**src/rtl/bin_to_bcd_serial.sv**
```systemverilog
// Purpose : serial binary-to-BCD converter (shift-and-add-3, one bit per clock) feeding the display driver.
// Latency : WIDTH+1 cycles from the accepting edge to the done pulse; one conversion every WIDTH+2 cycles.
// Backpr. : start_i is honoured only in IDLE; starts while busy are dropped, never queued.
//
// Ports:
//   clk_i       system clock
//   reset_i     synchronous active-high reset
//   start_i     conversion request, sampled only while the FSM is idle
//   bin_i       unsigned binary value, sampled on the accepting edge
//   busy_o      high from the accepting edge through the done cycle
//   done_o      one-cycle pulse; bcd_o / overflow_o update on the same edge
//   bcd_o       packed BCD result, most significant digit in the top nibble
//   overflow_o  last accepted value did not fit in DIGITS decimal digits
module bin_to_bcd_serial #(
    parameter int WIDTH  = 14,
    parameter int DIGITS = 4
) (
    input  logic                  clk_i,
    input  logic                  reset_i,
    input  logic                  start_i,
    input  logic [WIDTH-1:0]      bin_i,
    output logic                  busy_o,
    output logic                  done_o,
    output logic [4*DIGITS-1:0]   bcd_o,
    output logic                  overflow_o
);

    localparam int BW = 4 * DIGITS;
    localparam int CW = $clog2(WIDTH + 1);

    // Largest displayable value, folded to a constant at elaboration.
    function automatic logic [63:0] pow10(input int n);
        logic [63:0] r;
        r = 64'd1;
        for (int i = 0; i < n; i++) begin
            r = r * 64'd10;
        end
        return r;
    endfunction

    localparam logic [63:0] MAX_DEC = pow10(DIGITS) - 64'd1;

    typedef enum logic [1:0] {
        IDLE,
        SHIFT,
        DONE
    } state_t;

    state_t           state_q;
    logic [WIDTH-1:0] bin_q;
    logic [BW-1:0]    scratch_q;
    logic [CW-1:0]    cnt_q;
    logic             ovf_pending_q;
    logic             busy_q;
    logic             done_q;
    logic [BW-1:0]    bcd_q;
    logic             overflow_q;

    logic [BW-1:0]    adj;
    logic [BW-1:0]    scratch_d;
    logic [WIDTH-1:0] bin_d;

    // Add 3 to every digit that would reach 10 or more once doubled, so the
    // following shift carries correctly into the next decimal digit.
    always_comb begin
        adj = scratch_q;
        for (int d = 0; d < DIGITS; d++) begin
            if (scratch_q[4*d +: 4] >= 4'd5) begin
                adj[4*d +: 4] = scratch_q[4*d +: 4] + 4'd3;
            end
        end
    end

    // One step of the combined {scratch, binary} left shift.
    assign scratch_d = {adj[BW-2:0], bin_q[WIDTH-1]};
    assign bin_d     = {bin_q[WIDTH-2:0], 1'b0};

    always_ff @(posedge clk_i) begin
        if (reset_i) begin
            state_q       <= IDLE;
            bin_q         <= '0;
            scratch_q     <= '0;
            cnt_q         <= '0;
            ovf_pending_q <= 1'b0;
            busy_q        <= 1'b0;
            done_q        <= 1'b0;
            bcd_q         <= '0;
            overflow_q    <= 1'b0;
        end else begin
            done_q <= 1'b0;
            case (state_q)
                IDLE: begin
                    if (start_i) begin
                        bin_q         <= bin_i;
                        scratch_q     <= '0;
                        cnt_q         <= CW'(WIDTH);
                        ovf_pending_q <= (64'(bin_i) > MAX_DEC);
                        busy_q        <= 1'b1;
                        state_q       <= SHIFT;
                    end else begin
                        busy_q <= 1'b0;
                    end
                end
                SHIFT: begin
                    scratch_q <= scratch_d;
                    bin_q     <= bin_d;
                    cnt_q     <= cnt_q - CW'(1);
                    if (cnt_q == CW'(1)) begin
                        state_q <= DONE;
                    end
                end
                DONE: begin
                    // busy_q stays high here; it drops on the following idle edge.
                    bcd_q      <= ovf_pending_q ? {DIGITS{4'h9}} : scratch_q;
                    overflow_q <= ovf_pending_q;
                    done_q     <= 1'b1;
                    state_q    <= IDLE;
                end
                default: begin
                    state_q <= IDLE;
                end
            endcase
        end
    end

    assign busy_o     = busy_q;
    assign done_o     = done_q;
    assign bcd_o      = bcd_q;
    assign overflow_o = overflow_q;

endmodule

```
**config.mk**
```make
export PLATFORM = sky130hd
export DESIGN_NAME = bin_to_bcd_serial
export DESIGN_NICKNAME = d
export VERILOG_FILES = /design/src/rtl/bin_to_bcd_serial.sv
export SDC_FILE = /design/constraint.sdc
export NUM_CORES = 1
export LEC_CHECK = 0
export CELL_PAD_IN_SITES_DETAIL_PLACEMENT = 1
export CELL_PAD_IN_SITES_GLOBAL_PLACEMENT = 2
export CORE_MARGIN = 4
export CORE_UTILIZATION = 35
export DETAILED_ROUTE_END_ITERATION = 16
export PLACE_DENSITY_LB_ADDON = 0.1
export SYNTH_ARGS = -nofsm -noshare
export SYNTH_HDL_FRONTEND = slang
export SYNTH_SLANG_ARGS = --single-unit
```
**constraint.sdc**
```tcl
create_clock -name clk_i -period 2.8 [get_ports clk_i]
set_input_delay 0.28 -clock clk_i [delete_from_list [all_inputs] [get_ports clk_i]]
set_output_delay 0.28 -clock clk_i [all_outputs]
set_load 0.02 [all_outputs]
```
==> impl_metrics.ini, run 1 <==
[die]
die_h_um = 93.6
die_area_sq_um = 8770
start_util = 0.370
ios = 36
std_cell_rows = 30
design.core.area_sq_um = 6940
floorplan.die.width_um = 93.6

[drt]
via_count = 2122
ant_nets = 0
drt_pre_antenna_iters = 4
drc = 0
drt_wl_total_um = 5980
avgViaCountPerCell = 5.04
number_of_drc_markers_in_iteration_0 = 58
route.detailed.wl_per_inst_um = 14.2

[cts]
clkLatencyLatePin_ns = 0.30
ctsRootBufferMaster = clkbuf_8
postCtsHoldBufs = 0
post-cts-setup-buffers = 0
cts_inserted_buffers = 5
clk_pin_slew_worst_paths_ns = 0.10
cts_repair_resize_count = 0
htreeDepth = 2
cts_tree = done
cts_num_sinks = 56
maximum_buffer_depth_of_the_clock_tree = 2

[placement]
routabilityCongestion = 0.739
dpl.hpwl_um = 4180
place_area_sq_um = 2960
port_buffers = 35
placed_cells_incl_taps = 413

[synth]
synth_adder_area_share = 0.0488
synth-simple-area-share = 0.237
synth_xor_xnor_area_share = 0.0239
synth_compound_area_frac = 0.173
mapped_avg_cell_area_sq_um = 8.64
synth_cell_type_count = 34
edff_count_synth = 0
syn_area_sq_um = 2570
ys.flop_type = dfxtp_1
mux_share_of_post_synthesis_cell_area = 0.0156
ys_warn_count = 0
synth_sequential_area_ratio = 0.437
cells_after_synthesis = 297
syn-num-nets = 324
synth_top_family_by_area = simple AND/OR/NAND/NOR gates
async_flop_share = 0
number_of_storage_elements_in_the_synthesis_netlist = 56

[outcome]
status = finished clean

[hold_path]
hp-class = flip-flop to flip-flop

[sta]
timing.final.crit_period_ns = 1.81
finClkSkew_ns = 0.00694
fmaxAchievable_ghz = 0.553
setup_viol = 0
max_slew.worst_pin.slew_ns = 0.828
layout_worst_path_cycle_share = 0.646
unrepaired_setup_endpoints_after_global_routing = false
slew-limit-headroom = 0.446
setup_total_negative_slack_ns = 0
report.final.hold_viol_count = 0
maxSlewViolCount = 0

[setup_path]
setup.worst_path.end_class = flip-flop
critical_path_class = flip-flop to flip-flop
crit_fanout = 19
timing.critical_path.required_ns = 3.04
arrival_time_reported_for_the_critical_path_endpoint_ns = 2.04
cp-start-kind = flip-flop

[global_route]
grt_use_total = 0.147
antenna_found_initial = 0
grt_start_max_net_pins = 35
grt_pass1_wl_um = 10400
grt_overflow_total = 0
via_count_of_the_first_global_routing_pass = 2139

[cells_and_area]
finalNonFillerCells = 421
nets = 351
synthToLayoutAreaGrowth_pct = 19.4
num_antenna_cells = 0
layout_commonest_cell = dfxtp_1
final_layout_size_suffix_gt1_frac = 0.0615
final_instance_area_sq_um = 3060
layout_common_cells = 56 x dfxtp_1, 37 x nor2_1, 35 x clkdlybuf4s50_1

[job]
drv.max_cap_violation_count = 0

[pwr]
powerDensity_nw_per_um2 = 505
finalPower_uw = 1550
power.static_leakage_uw = 0.00112
irDropWorstVdd_uv = 255
[cell type report]
| cell class | instances | area (sq um) |
|---|---|---|
| Sequential cell | 56 | 1120 |
| Tap cell | 96 | 120 |
| Clock inverter | 2 | 35.0 |
| Multi-Input combinational cell | 209 | 1280 |
| Fill cell | 850 | 3880 |
| Inverter | 11 | 41.3 |
| Timing Repair Buffer | 41 | 395 |
| Clock buffer | 6 | 72.6 |
[path summary, 6_finish.rpt]
path	slack, ns	end	depth (start not counted)	from
max reg2reg	0.99	bcd_o[5]	3	state_q[1]
max	0.99	bcd_o[5]	3	state_q[1]
min reg2reg	0.46	bcd_o[2]	2	bcd_o[2]
min	0.46	bcd_o[2]	2	bcd_o[2]
[flip-flops by register name, indices dropped and copies added (netlist names)]
name and flops:
overflow_o 1, ovf_pending_q 1, done_o 1, bcd_o 16
cnt_q 4, state_q 2, busy_o 1, scratch_q 16
bin_q 14
[cells by family after synthesis]
| group | Yosys count |
|---|---|
| and+or+nand+nor | 127 |
| buffers and inverters | 32 |
| DFF | 56 |
| AOI/OAI and AO/OA | 61 |
| xor gates and xnor gates | 7 |
| muxes | 4 |
| adders and majority gates | 10 |
[synth_stat cells (8+ instances only)]
master,number,area share
buf_2,8,0.016
o21ai_0,11,0.021
a311oi_1,9,0.031
inv_1,11,0.016
a21oi_1,20,0.039
a22o_1,11,0.038
nor3_1,22,0.043
nand2b_1,8,0.020
dfxtp_1,56,0.44
nor2_1,37,0.054
ha_1,10,0.049
nand2_1,34,0.050
[report_power, final]
part	switching [uW]	internal (uW)	total [uW]
registers	27.6	827	854
logic	94.0	73.4	167
clock network	258	266	524
[routing by layer]
layer,wire length (um),part of all wire,GRT usage,vias up
met5,0,0,0,-
met4,34,0.0057,0.0289,0
met3,199,0.033,0.0314,4
met2,2830,0.47,0.256,32
met1,2920,0.49,0.186,1010
li1,-,-,-,1076
[worst max-delay path, stage by stage, from the launching register on]
cell and delay (ns):
dfxtp_1 0.63, nand2b_1 0.50, or3_1 0.47, a21oi_1 0.14
[stage by stage]
| stage | hold slack, ns | util | setup WS (ns) |
|---|---|---|---|
| floorplan | 0.442 | - | 1.45 |
| global placement | 0.439 | 0.426 | 0.916 |
| detailed placement | 0.448 | 0.426 | 0.875 |
| CTS | 0.462 | 0.441 | 0.896 |
| global route | 0.475 | 0.441 | 0.785 |
| finish | 0.458 | 0.441 | 0.991 |
Power figures use the tool's default switching activity.
==> run 2: changes to the inputs <==
Settings changed: CORE_UTILIZATION 35 to 32.
Clock period 2.8 ns to 1.9 ns, I/O delays scaled along.
==> impl_metrics.ini, run 2 (synthesis results as in run 1) <==
[cts]
maximum_buffer_depth_of_the_clock_tree = 2
ctsRootBufferMaster = clkbuf_8
clk_pin_slew_worst_paths_ns = 0.11
cts_num_sinks = 56
clkLatencyLatePin_ns = 0.31
postCtsHoldBufs = 0
post-cts-setup-buffers = 0
cts_inserted_buffers = 5
htreeDepth = 2
cts_repair_resize_count = 0
cts_tree = done

[setup_path]
worst_setup_path_startpoint = start_i
crit_fanout = 11
setup.worst_path.end_class = flip-flop
rrSetupSlack_ns = 0.37
worstRegToRegCells = 3
rr_startpoint = state_q[1]
critical_path_class = input port to flip-flop
crit-reg2reg-capture = scratch_q[5]
arrival_time_reported_for_the_critical_path_endpoint_ns = 1.80
timing.critical_path.required_ns = 2.17
cp-endpoint = scratch_q[5]
cp-start-kind = input port

[global_route]
grt_overflow_total = 0
via_count_of_the_first_global_routing_pass = 2236
antenna_found_initial = 0
grt_use_total = 0.143
grt_pass1_wl_um = 11200
grt_start_max_net_pins = 47

[placement]
port_buffers = 35
place_area_sq_um = 3000
routabilityCongestion = 0.737
dpl.hpwl_um = 4560

[cells_and_area]
synthToLayoutAreaGrowth_pct = 20.6
layout_commonest_cell = dfxtp_1
nets = 357
final_instance_area_sq_um = 3100
layout_common_cells = 56 x dfxtp_1, 37 x nor2_1, 34 x nand2_1, 34 x clkdlybuf4s50_1, 22 x nor3_1
final_layout_size_suffix_gt1_frac = 0.0846
num_antenna_cells = 0

[die]
die_area_sq_um = 9520
ios = 36
die_h_um = 97.6
design.core.area_sq_um = 7770
start_util = 0.330
std_cell_rows = 32
floorplan.die.width_um = 97.6

[pwr]
pwr-share-seq = 0.571
irDropWorstVdd_uv = 344
power.static_leakage_uw = 0.00113
switchingPower_uw = 603
power.internal_uw = 1600
powerDensity_nw_per_um2 = 710
netSwitchingFraction = 0.274
power.share.combinational = 0.118
power.clock.fraction = 0.311
finalPower_uw = 2200

[outcome]
status = finished clean

[drt]
via_count = 2162
avgViaCountPerCell = 4.99
drt_pre_antenna_iters = 4
drc = 0
ant_nets = 0
drt_wl_total_um = 6520
route.detailed.wl_per_inst_um = 15.1
number_of_drc_markers_in_iteration_0 = 36

[sta]
setup_total_negative_slack_ns = 0
max_slew.worst_pin.slew_ns = 0.811
fmaxAchievable_ghz = 0.653
slew-limit-headroom = 0.458
finClkSkew_ns = 0.00858
report.final.hold_viol_count = 0
layout_worst_path_cycle_share = 0.806
maxSlewViolCount = 0
setup_viol = 0
unrepaired_setup_endpoints_after_global_routing = false
timing.final.crit_period_ns = 1.53

[hold_path]
hp-class = input port to flip-flop

[job]
drv.max_cap_violation_count = 0
-- run 2: changes by cell type in the layout (fill, tap and decap cells not counted), sizes merged --
cell           change
clkbuf             -1
bufinv             -1
buf                +7
clkinvlp           +2
clkdlybuf4s50      -1
-- run 2: metrics by stage --
step	instances	hold slack (ns)	setup WS (ns)	util
after floorplan	297	0.352	0.549	-
after global placement	425	0.440	0.0867	0.387
after detailed placement	425	0.446	0.0378	0.387
after CTS	433	0.447	0.364	0.399
after global routing	433	0.464	0.228	0.399
final	433	0.448	0.368	0.399
-- run 2: layer usage --
layer  vias to the layer above  routed length [um]  share of wire  global-route usage
met2                        24                3250           0.50               0.257
met5                         -                   0              0                   0
met3                         6                 160          0.025              0.0280
met4                         0                  61         0.0094              0.0288
met1                      1045                3050           0.47               0.177
li1                       1087                   -              -                   -
-- run 2: layout make-up --
type / count / area, sq um
fill: 948 / 4670
multi-input combinational: 209 / 1280
sequential: 56 / 1120
timing repair buffer: 47 / 435
tap: 102 / 128
clock buffer: 5 / 68.8
inverter: 11 / 41.3
clock inverter: 3 / 23.8
-- run 2: how the worst min path moves through the flow --
stage	start	end	slack [ns]	depth (start not counted)
floorplan	bin_i[12]	bin_q[12]	0.35	2
global placement	bcd_o[14]	bcd_o[14]	0.44	2
detailed placement	bcd_o[10]	bcd_o[10]	0.45	2
CTS	bin_i[1]	bin_q[1]	0.45	3
global route	bin_i[2]	bin_q[2]	0.46	3
finish	bin_i[1]	bin_q[1]	0.45	3
-- run 2: power groups by stage --
stage               clock [uW]  combinational [uW]  sequential, uW
finish                     684                 259            1260
global route               754                 296            1260
global placement             0                 261            1280
floorplan                    0                 183            1270
detailed placement           0                 265            1280
CTS                        712                 267            1260
-- run 2: worst max-delay path, cell delays in order --
cell and delay, ns:
clkdlybuf4s50_1 0.51, nor2_4 0.17, nor2_4 0.04, nor2_1 0.62, a22o_1 0.26
==> run 3: changes to the inputs <==
Clock period 1.9 ns to 1.5 ns, I/O delays scaled along.
==> impl_metrics.ini, run 3 (synthesis results as in run 1) <==
[sta]
unrepaired_setup_endpoints_after_global_routing = false
layout_worst_path_cycle_share = 0.962
setup_viol = 0
slew-limit-headroom = 0.570
timing.final.crit_period_ns = 1.44
finClkSkew_ns = 0.0132
max_slew.worst_pin.slew_ns = 0.644
report.final.hold_viol_count = 0
fmaxAchievable_ghz = 0.693
maxSlewViolCount = 0

[cts]
cts_tree = done
postCtsHoldBufs = 0
cts_inserted_buffers = 5
ctsRootBufferMaster = clkbuf_8
htreeDepth = 2
post-cts-setup-buffers = 0
clk_pin_slew_worst_paths_ns = 0.12
maximum_buffer_depth_of_the_clock_tree = 2
clkLatencyLatePin_ns = 0.32
cts_num_sinks = 56

[die]
floorplan.die.width_um = 97.6
design.core.area_sq_um = 7770
start_util = 0.330
die_area_sq_um = 9520
die_h_um = 97.6
ios = 36
std_cell_rows = 32

[outcome]
status = finished clean

[placement]
dpl.hpwl_um = 4670
place_area_sq_um = 3100
port_buffers = 35
routabilityCongestion = 0.749

[setup_path]
setup.worst_path.end_class = primary output
critPathBufInv = 1
slowest_cell_on_the_critical_path = clkdlybuf4s50_1
timing.critical_path.cells = clkdlybuf4s50_1
timing.critical_path.required_ns = 1.35
crit_fanout = 2
cp-start-kind = flip-flop
critical_path_class = flip-flop to primary output
arrival_time_reported_for_the_critical_path_endpoint_ns = 1.29
crit_path_max_incr_delay_ns = 0.61
path_delay_family = buffers and inverters

[pwr]
finalPower_uw = 2830
power.static_leakage_uw = 0.00126
irDropWorstVdd_uv = 405
powerDensity_nw_per_um2 = 875

[global_route]
grt_pass1_wl_um = 11100
grt_start_max_net_pins = 29
antenna_found_initial = 0
grt_use_total = 0.143
grt_overflow_total = 0
via_count_of_the_first_global_routing_pass = 2266

[cells_and_area]
final_layout_size_suffix_gt1_frac = 0.135
fillers = 929
final_instance_area_sq_um = 3240
nets = 366
layout_commonest_cell = dfxtp_1
layout_common_cells = 54 x dfxtp_1, 36 x nor2_1, 34 x nand2_1
multi_input_gate_area_sq_um = 1310
num_antenna_cells = 0
synthToLayoutAreaGrowth_pct = 26.2
post-route-util = 0.417
area.sequential_sq_um = 1120

[drt]
via_count = 2197
number_of_drc_markers_in_iteration_0 = 40
route.detailed.wl_per_inst_um = 14.8
drt_pre_antenna_iters = 4
avgViaCountPerCell = 4.97
ant_nets = 0
drc = 0
drt_wl_total_um = 6550

[job]
drv.max_cap_violation_count = 0

[hold_path]
hp-class = input port to flip-flop
==> run 3: cell count changes in the layout (fill, tap and decap cells not counted), moves of 2 or more <==
cell / change
a21oi_1: -3
dfxtp_1: -2
dlymetal6s2s_1: +3
buf_12: +2
buf_4: +6
a21oi_4: +2
clkdlybuf4s50_1: -3
dfxtp_2: +2
==> run 3: metal layers <==
metal  wire [um]  share of wire  track usage  up-vias
li1            -              -            -     1109
met1        3150           0.48        0.176     1060
met2        3190           0.49        0.253       23
met3         148          0.023       0.0294        5
met4          65         0.0099       0.0351        0
met5           0              0            0        -
==> run 3: stage by stage <==
step / TNS [ns] / hold slack (ns) / instances / setup slack [ns]
after floorplan: 0 / 0.312 / 297 / 0.149
after global placement: -3.14 / 0.438 / 434 / -0.225
after detailed placement: -3.91 / 0.446 / 434 / -0.245
after CTS: 0 / 0.301 / 442 / 0.0295
after global routing: 0 / 0.299 / 442 / 0.00367
final: 0 / 0.303 / 442 / 0.0575
==> run 3: area by class of cell <==
type,count,share of cell area
Clock inverter,3,0.00850
Tap cell,102,0.0394
Inverter,11,0.0128
Multi-Input combinational cell,209,0.405
Sequential cell,56,0.347
Timing Repair Buffer,56,0.167
Clock buffer,5,0.0213
==> run 3: final timing paths <==
kind | slack, ns | cells after the start | from | endpoint
max | 0.06 | 1 | bcd_o[4] | bcd_o[4]
min | 0.30 | 3 | reset_i | scratch_q[1]
max reg2reg | 0.11 | 6 | scratch_q[5] | scratch_q[6]
min reg2reg | 0.46 | 2 | bcd_o[1] | bcd_o[1]
==> run 3: worst reg2reg max path, cell delays in order (launching register included) <==
cell      delay [ns]
dfxtp_1         0.36
inv_1           0.10
ha_1            0.18
nand2b_1        0.17
a21oi_4         0.19
mux2i_1         0.10
a22o_1          0.20
==> run 3: report_power, final <==
part	internal [uW]	switching (uW)
sequential	1540	45.0
clock	345	546
combinational	162	193
==> run 3: what timing repair did <==
| action | 4_1_cts | 5_1_grt |
|---|---|---|
| endpoints found under the setup margin | 2 | 16 |
| resized for setup | 2 | 13 |
| pin swaps | 0 | 3 |
